--- config.mk ---
export PLATFORM = sky130hd
export DESIGN_NAME = mem_port_arbiter_flat
export DESIGN_NICKNAME = d
export VERILOG_FILES = /design/src/rtl/mem_port_arbiter_if.sv /design/src/rtl/mem_port_arbiter.sv /design/src/flat_wrapper.sv
export SDC_FILE = /design/constraint.sdc
export NUM_CORES = 1
export LEC_CHECK = 0
export BUFFER_PORTS_ARGS = -buffer_cell sky130_fd_sc_hd__buf_2
export CORE_UTILIZATION = 23
export CTS_CLUSTER_DIAMETER = 100
export DETAILED_ROUTE_END_ITERATION = 10
export PLACE_DENSITY = 0.5
export RECOVER_POWER = 25
export REMOVE_ABC_BUFFERS = 1
export SYNTH_ARGS = -nofsm -noshare
export SYNTH_HDL_FRONTEND = slang
export SYNTH_SLANG_ARGS = --single-unit
export TNS_END_PERCENT = 100
--- constraint.sdc ---
create_clock -name clk -period 2.7 [get_ports clk]
set_input_delay 0.135 -clock clk [delete_from_list [all_inputs] [get_ports clk]]
set_output_delay 0.135 -clock clk [all_outputs]
set_load 0.02 [all_outputs]
--- src/rtl/mem_port_arbiter_if.sv ---
// Bundle of the fetch, data and memory-side signals around the shared memory port.
// master is the arbiter's view; slave is the core/memory side that drives the requests.
interface mem_port_arbiter_if;
    logic        if_req;
    logic [31:0] if_addr;
    logic        if_flush;
    logic [31:0] if_rdata;
    logic        if_valid;
    logic        if_stall;

    logic        dm_req;
    logic        dm_we;
    logic [31:0] dm_addr;
    logic [31:0] dm_wdata;
    logic [2:0]  dm_type;
    logic [31:0] dm_rdata;
    logic        dm_valid;
    logic        dm_stall;

    logic        mem_req;
    logic        mem_we;
    logic [31:0] mem_addr;
    logic [31:0] mem_wdata;
    logic [2:0]  mem_type;
    logic        mem_ready;
    logic [31:0] mem_rdata;

    logic        err;

    modport master (
        input  if_req, if_addr, if_flush,
        output if_rdata, if_valid, if_stall,
        input  dm_req, dm_we, dm_addr, dm_wdata, dm_type,
        output dm_rdata, dm_valid, dm_stall,
        output mem_req, mem_we, mem_addr, mem_wdata, mem_type,
        input  mem_ready, mem_rdata,
        output err
    );

    modport slave (
        output if_req, if_addr, if_flush,
        input  if_rdata, if_valid, if_stall,
        output dm_req, dm_we, dm_addr, dm_wdata, dm_type,
        input  dm_rdata, dm_valid, dm_stall,
        input  mem_req, mem_we, mem_addr, mem_wdata, mem_type,
        output mem_ready, mem_rdata,
        input  err
    );
endinterface

--- src/rtl/mem_port_arbiter.sv ---
// Shares one single-ported memory between instruction fetch and load/store, one transaction
// at a time, with data-side priority bounded by a fetch starvation counter and a hang watchdog.
module mem_port_arbiter #(
    parameter int STARVE_LIMIT = 4,
    parameter int MAX_WAIT     = 64
) (
    input  logic               clk,
    input  logic               reset,
    mem_port_arbiter_if.master bus
);
    typedef enum logic [1:0] {IDLE, IF_BUSY, DM_BUSY, ERR} state_t;

    localparam logic [3:0] STARVE_MAX = 4'(STARVE_LIMIT);
    localparam logic [7:0] WAIT_LAST  = 8'(MAX_WAIT - 1);
    localparam logic [7:0] WAIT_MAX   = 8'(MAX_WAIT);

    state_t      state_q, state_d;
    logic [3:0]  starve_cnt_q, starve_cnt_d;
    logic [7:0]  wait_cnt_q, wait_cnt_d;
    logic        discard_q, discard_d;
    logic        mem_we_q, mem_we_d;
    logic [31:0] mem_addr_q, mem_addr_d;
    logic [31:0] mem_wdata_q, mem_wdata_d;
    logic [2:0]  mem_type_q, mem_type_d;
    logic [31:0] if_rdata_q, if_rdata_d;
    logic        if_valid_q, if_valid_d;
    logic [31:0] dm_rdata_q, dm_rdata_d;
    logic        dm_valid_q, dm_valid_d;

    logic if_elig, dm_elig;

    // A requester whose completion pulse is still high has not yet retired its request.
    assign if_elig = bus.if_req & ~if_valid_q;
    assign dm_elig = bus.dm_req & ~dm_valid_q;

    always_ff @(posedge clk) begin
        if (reset) begin
            state_q      <= IDLE;
            starve_cnt_q <= '0;
            wait_cnt_q   <= '0;
            discard_q    <= 1'b0;
            mem_we_q     <= 1'b0;
            mem_addr_q   <= '0;
            mem_wdata_q  <= '0;
            mem_type_q   <= '0;
            if_rdata_q   <= '0;
            if_valid_q   <= 1'b0;
            dm_rdata_q   <= '0;
            dm_valid_q   <= 1'b0;
        end else begin
            state_q      <= state_d;
            starve_cnt_q <= starve_cnt_d;
            wait_cnt_q   <= wait_cnt_d;
            discard_q    <= discard_d;
            mem_we_q     <= mem_we_d;
            mem_addr_q   <= mem_addr_d;
            mem_wdata_q  <= mem_wdata_d;
            mem_type_q   <= mem_type_d;
            if_rdata_q   <= if_rdata_d;
            if_valid_q   <= if_valid_d;
            dm_rdata_q   <= dm_rdata_d;
            dm_valid_q   <= dm_valid_d;
        end
    end

    always_comb begin
        state_d      = state_q;
        starve_cnt_d = starve_cnt_q;
        wait_cnt_d   = wait_cnt_q;
        discard_d    = discard_q;
        mem_we_d     = mem_we_q;
        mem_addr_d   = mem_addr_q;
        mem_wdata_d  = mem_wdata_q;
        mem_type_d   = mem_type_q;
        if_rdata_d   = if_rdata_q;
        if_valid_d   = 1'b0;
        dm_rdata_d   = dm_rdata_q;
        dm_valid_d   = 1'b0;

        case (state_q)
            IDLE: begin
                discard_d = 1'b0;
                if (dm_elig && !(if_elig && (starve_cnt_q == STARVE_MAX))) begin
                    state_d     = DM_BUSY;
                    wait_cnt_d  = '0;
                    mem_we_d    = bus.dm_we;
                    mem_addr_d  = bus.dm_addr;
                    mem_wdata_d = bus.dm_wdata;
                    mem_type_d  = bus.dm_type;
                    // Only reached with IF waiting while the count is below the limit.
                    if (if_elig) begin
                        starve_cnt_d = starve_cnt_q + 4'd1;
                    end
                end else if (if_elig) begin
                    state_d      = IF_BUSY;
                    wait_cnt_d   = '0;
                    starve_cnt_d = '0;
                    mem_we_d     = 1'b0;
                    mem_addr_d   = bus.if_addr;
                    mem_wdata_d  = '0;
                    mem_type_d   = 3'b000;
                end
            end
            IF_BUSY, DM_BUSY: begin
                if ((state_q == IF_BUSY) && bus.if_flush) begin
                    discard_d = 1'b1;
                end
                if (bus.mem_ready) begin
                    state_d   = IDLE;
                    discard_d = 1'b0;
                    if (state_q == IF_BUSY) begin
                        if (!(discard_q || bus.if_flush)) begin
                            if_valid_d = 1'b1;
                            if_rdata_d = bus.mem_rdata;
                        end
                    end else begin
                        dm_valid_d = 1'b1;
                        if (!mem_we_q) begin
                            dm_rdata_d = bus.mem_rdata;
                        end
                    end
                end else if (wait_cnt_q == WAIT_LAST) begin
                    state_d    = ERR;
                    wait_cnt_d = WAIT_MAX;
                end else begin
                    wait_cnt_d = wait_cnt_q + 8'd1;
                end
            end
            default: begin
                state_d = ERR;
            end
        endcase
    end

    assign bus.mem_req   = (state_q == IF_BUSY) || (state_q == DM_BUSY);
    assign bus.mem_we    = mem_we_q;
    assign bus.mem_addr  = mem_addr_q;
    assign bus.mem_wdata = mem_wdata_q;
    assign bus.mem_type  = mem_type_q;
    assign bus.if_rdata  = if_rdata_q;
    assign bus.if_valid  = if_valid_q;
    assign bus.dm_rdata  = dm_rdata_q;
    assign bus.dm_valid  = dm_valid_q;
    assign bus.if_stall  = bus.if_req & ~if_valid_q;
    assign bus.dm_stall  = bus.dm_req & ~dm_valid_q;
    assign bus.err       = (state_q == ERR);
endmodule

--- src/flat_wrapper.sv ---
// flat-port wrapper written by rule: the top's interface ports become plain ports
module mem_port_arbiter_flat 
#(
    parameter int STARVE_LIMIT = 4,
    parameter int MAX_WAIT     = 64
)
  (clk, reset, bus_if_req, bus_if_addr, bus_if_flush, bus_if_rdata, bus_if_valid, bus_if_stall, bus_dm_req, bus_dm_we, bus_dm_addr, bus_dm_wdata, bus_dm_type, bus_dm_rdata, bus_dm_valid, bus_dm_stall, bus_mem_req, bus_mem_we, bus_mem_addr, bus_mem_wdata, bus_mem_type, bus_mem_ready, bus_mem_rdata, bus_err);
  mem_port_arbiter_if bus_i ();
  input  logic clk;
  input  logic reset;
  input wire logic [$bits(bus_i.if_req)-1:0] bus_if_req;
  input wire logic [$bits(bus_i.if_addr)-1:0] bus_if_addr;
  input wire logic [$bits(bus_i.if_flush)-1:0] bus_if_flush;
  output wire logic [$bits(bus_i.if_rdata)-1:0] bus_if_rdata;
  output wire logic [$bits(bus_i.if_valid)-1:0] bus_if_valid;
  output wire logic [$bits(bus_i.if_stall)-1:0] bus_if_stall;
  input wire logic [$bits(bus_i.dm_req)-1:0] bus_dm_req;
  input wire logic [$bits(bus_i.dm_we)-1:0] bus_dm_we;
  input wire logic [$bits(bus_i.dm_addr)-1:0] bus_dm_addr;
  input wire logic [$bits(bus_i.dm_wdata)-1:0] bus_dm_wdata;
  input wire logic [$bits(bus_i.dm_type)-1:0] bus_dm_type;
  output wire logic [$bits(bus_i.dm_rdata)-1:0] bus_dm_rdata;
  output wire logic [$bits(bus_i.dm_valid)-1:0] bus_dm_valid;
  output wire logic [$bits(bus_i.dm_stall)-1:0] bus_dm_stall;
  output wire logic [$bits(bus_i.mem_req)-1:0] bus_mem_req;
  output wire logic [$bits(bus_i.mem_we)-1:0] bus_mem_we;
  output wire logic [$bits(bus_i.mem_addr)-1:0] bus_mem_addr;
  output wire logic [$bits(bus_i.mem_wdata)-1:0] bus_mem_wdata;
  output wire logic [$bits(bus_i.mem_type)-1:0] bus_mem_type;
  input wire logic [$bits(bus_i.mem_ready)-1:0] bus_mem_ready;
  input wire logic [$bits(bus_i.mem_rdata)-1:0] bus_mem_rdata;
  output wire logic [$bits(bus_i.err)-1:0] bus_err;
  assign bus_i.if_req = bus_if_req;
  assign bus_i.if_addr = bus_if_addr;
  assign bus_i.if_flush = bus_if_flush;
  assign bus_if_rdata = bus_i.if_rdata;
  assign bus_if_valid = bus_i.if_valid;
  assign bus_if_stall = bus_i.if_stall;
  assign bus_i.dm_req = bus_dm_req;
  assign bus_i.dm_we = bus_dm_we;
  assign bus_i.dm_addr = bus_dm_addr;
  assign bus_i.dm_wdata = bus_dm_wdata;
  assign bus_i.dm_type = bus_dm_type;
  assign bus_dm_rdata = bus_i.dm_rdata;
  assign bus_dm_valid = bus_i.dm_valid;
  assign bus_dm_stall = bus_i.dm_stall;
  assign bus_mem_req = bus_i.mem_req;
  assign bus_mem_we = bus_i.mem_we;
  assign bus_mem_addr = bus_i.mem_addr;
  assign bus_mem_wdata = bus_i.mem_wdata;
  assign bus_mem_type = bus_i.mem_type;
  assign bus_i.mem_ready = bus_mem_ready;
  assign bus_i.mem_rdata = bus_mem_rdata;
  assign bus_err = bus_i.err;
  mem_port_arbiter #(.STARVE_LIMIT(STARVE_LIMIT), .MAX_WAIT(MAX_WAIT)) u_core (.clk(clk), .reset(reset), .bus(bus_i));
endmodule
==> reports/qor.log <==
qor: outcome.outcome finished, final reports clean
qor: clocking.post_cts_buffers 0
qor: sta.fmaxAchievable 0.486 GHz
qor: global_route.grt_overflow 0
qor: sta.layout_min_cycle_time 2060 ps
qor: critical_path.classification_of_the_worst_setup_path reg2reg
qor: global_route.track_usage 15.4%
qor: yosys.yosysTopAreaCellShare 51.6%
qor: final_layout.finalNetCount 1,170
qor: floorplanning.initial_standard_cell_utilization_of_the_core 23.6%
qor: floorplanning.ios 276
qor: pwr.power_per_standard_cell_area 1000 nW/µm²
qor: critical_path.cp_max_fo 31
qor: clocking.tritoncts_buffer_count 17
qor: place.dp.final_hpwl 13,300 µm
qor: pwr.power.total 8.68 mW
qor: route.wire_per_inst 14.7 µm
qor: final_layout.diodes 0
qor: final_layout.fin_area 8680 µm²
qor: floorplanning.die-height 161 µm
qor: yosys.synth.ff_latch_count 149
qor: place.gp_congestion 0.751
qor: sta.rsz0062_at_grt false
qor: sta.finalHoldViolCount 0
qor: yosys.synthesis.instances 700
qor: final_layout.layoutNonFillerInstCount 1,363
qor: yosys.synthesis.yosys.warnings 0
qor: sta.worst-slew-pin-transition 972 ps
qor: yosys.asyncSetResetFlopFracSynth 0%
qor: critical_path.cp_cell_sequence nand2b_4 > inv_2 > o21ai_4 > buf_4 > nor3_1 > nor4_1
qor: min_path.worstHoldPathType in2reg
qor: yosys.ys_dominant_reg_cell dfxtp_1
qor: clocking.post_cts.resized_instances 0
qor: place.post_place_cells 1,263
qor: pwr.ir_worst_vdd 0.428 mV
qor: global_route.grt_first_pass_wirelength 31,400 µm
qor: yosys.synth.cell_area 5780 µm²
qor: final_layout.post_route_cells_drive_above_1_share 25.8%
qor: global_route.antenna_violations_before_repair 0
qor: sta.setup_viol_count_final 0
qor: route.drt_drc_violations_left 0
qor: yosys.yosys-top-cells-area dfxtp_1 52%, nand2_1 9.4%, a21oi_1 6.7%
qor: clocking.cts_tree yes
qor: sta.max_slew_margin 34.9%
qor: final_layout.synthToLayoutAreaGrowth 50.2%
qor: critical_path.data_arrival_at_the_endpoint_of_the_critical_path 2380 ps
qor: clocking.root_buffer clkbuf_16
qor: yosys.post_synth.cell_area_avg 8.25 µm²
qor: global_route.grt_start_max_net_pins 77
qor: floorplanning.die-width 161 µm
qor: floorplanning.std_cell_rows 57
qor: floorplanning.overall_die_area 25,800 µm²
qor: yosys.synth_area_leader_cell dfxtp_1
qor: route.dr_total_vias 6,157
qor: route.drt_pass1_iterations 5
qor: yosys.synth_common_cells 149 x dfxtp_1, 144 x nand2_1, 77 x a21oi_1, 72 x nor2_1, 66 x nor3_1
qor: global_route.first_global_vias 6,133
qor: sta.final.period_utilization 76.3%
qor: sta.setup_tns 0 ps
qor: clocking.clock_tree.buffer_depth 2
qor: clocking.clock-sinks 149
qor: clocking.htreeDepth 4
qor: floorplanning.fp.coreArea 24,500 µm²
qor: critical_path.critPathRequiredTime 3020 ps
qor: yosys.synth_sequential_area_ratio 51.6%
qor: place.port_buffers 275
qor: yosys.yosys.cell_count.top_type dfxtp_1
qor: clocking.clkTransAtPathRegs 60 ps
qor: pwr.static-leakage-power 3.53 nW
qor: clocking.insertion_delay 420 ps
qor: critical_path.crit_path_top_delay_cell o21ai_4
qor: sta.final_max_slew_viol_count 0
qor: final_layout.num-fill-cells 2,586
qor: critical_path.setup.worst_path.start_class flop
qor: critical_path.worst_path_largest_cell_delay 750 ps
qor: route.drt_wl_total 20,000 µm
qor: route.routed_via_density 4.52
qor: route.detailedRoute.firstIterationViolations 331
qor: sta.finalClockSkew 12.4 ps
qor: critical_path.endpoint_kind flop
qor: run.cap_viol_max_count 0
qor: yosys.synth.lib_cells_used.distinct 44
qor: place.placed_area 7490 µm²
qor: route.postRouteAntennaNets 0
qor: yosys.synth_edf_count 0
==> cell families after synthesis <==
logic type	count (synthesis)	synth area share, %
AND/OR/NAND/NOR	345	27.1
flip-flops	149	51.6
AO/OA/AOI/OAI	134	14.8
buffers and inverters	66	5.15
adder cells (fa/ha/maj)	6	1.30
==> power by group <==
group	total (mW)	internal [mW]	switching, mW	leakage (nW)
registers	2.93	2.67	0.266	1.22
clock network	2.43	1.39	1.04	0.290
logic	3.31	1.11	2.21	2.02
==> final cells by class <==
class	count	area [µm²]	share of cell area, %
clock buffer	18	429	4.94
clock inverter	14	165	1.90
inverter	9	36.3	0.418
multi-input combinational	485	2510	28.9
sequential	149	2980	34.4
tap	324	405	4.67
timing repair buffer	364	2150	24.8
==> critical path, delay by kind of cell (launching register included) <==
family	cells	cell delay (ps)
buffers and inverters	2	370
DFF	1	330
and+or+nand+nor	3	510
AOI/OAI and AO/OA	1	750
==> per-stage QoR <==
step	util, %	setup WS (ps)	hold slack (ps)
finish	35.5	641	75.4
CTS	35.8	615	55.3
detailed placement	30.6	632	378
floorplan	-	273	204
global placement	30.6	665	367
global route	35.5	427	63.8
==> worst paths after layout <==
path	startpoint	to	slack [ps]	cells after the start
setup reg to reg	u_core.bus.if_valid	u_core.bus.mem_addr[22]	640	6
setup / recovery	u_core.bus.if_valid	u_core.bus.mem_addr[22]	640	6
hold reg to reg	u_core.bus.dm_rdata[6]	u_core.bus.dm_rdata[6]	450	2
hold / removal	bus_if_flush	u_core.discard_q	80	3
==> layer usage <==
layer / track usage (%) / vias to the layer above / routed length, µm
li1: - / 3073 / -
met3: 5.11 / 14 / 1520
met4: 4.37 / 0 / 257
met1: 18.4 / 2837 / 8950
met5: 0 / - / 0
met2: 26.1 / 233 / 9300
==> flip-flops by register name, summed over array words and instances, names as in the netlist, 2 cells and up <==
signal,flops
u_core.state_q,2
u_core.wait_cnt_q,8
u_core.bus.if_rdata,32
u_core.bus.mem_wdata,32
u_core.bus.mem_addr,32
u_core.bus.mem_type,3
u_core.bus.dm_rdata,32
u_core.starve_cnt_q,4
==> layout by cell type, fill, tap and decap left out, drive strengths merged, types with 32 or more instances in the layout <==
master / count
nand2: 144
a22oi: 36
dlygate4sd3: 68
dfxtp: 149
clkbuf: 89
a21oi: 77
nor4: 32
buf: 225
nor2: 72
nor3: 67
==> what timing repair did <==
action | in CTS | in global routing
hold endpoints to repair | 100 | 0
endpoints found under the setup margin | 0 | 0
hold buffers | 68 | 0
No activity file was read; power rests on OpenSTA's default activity.
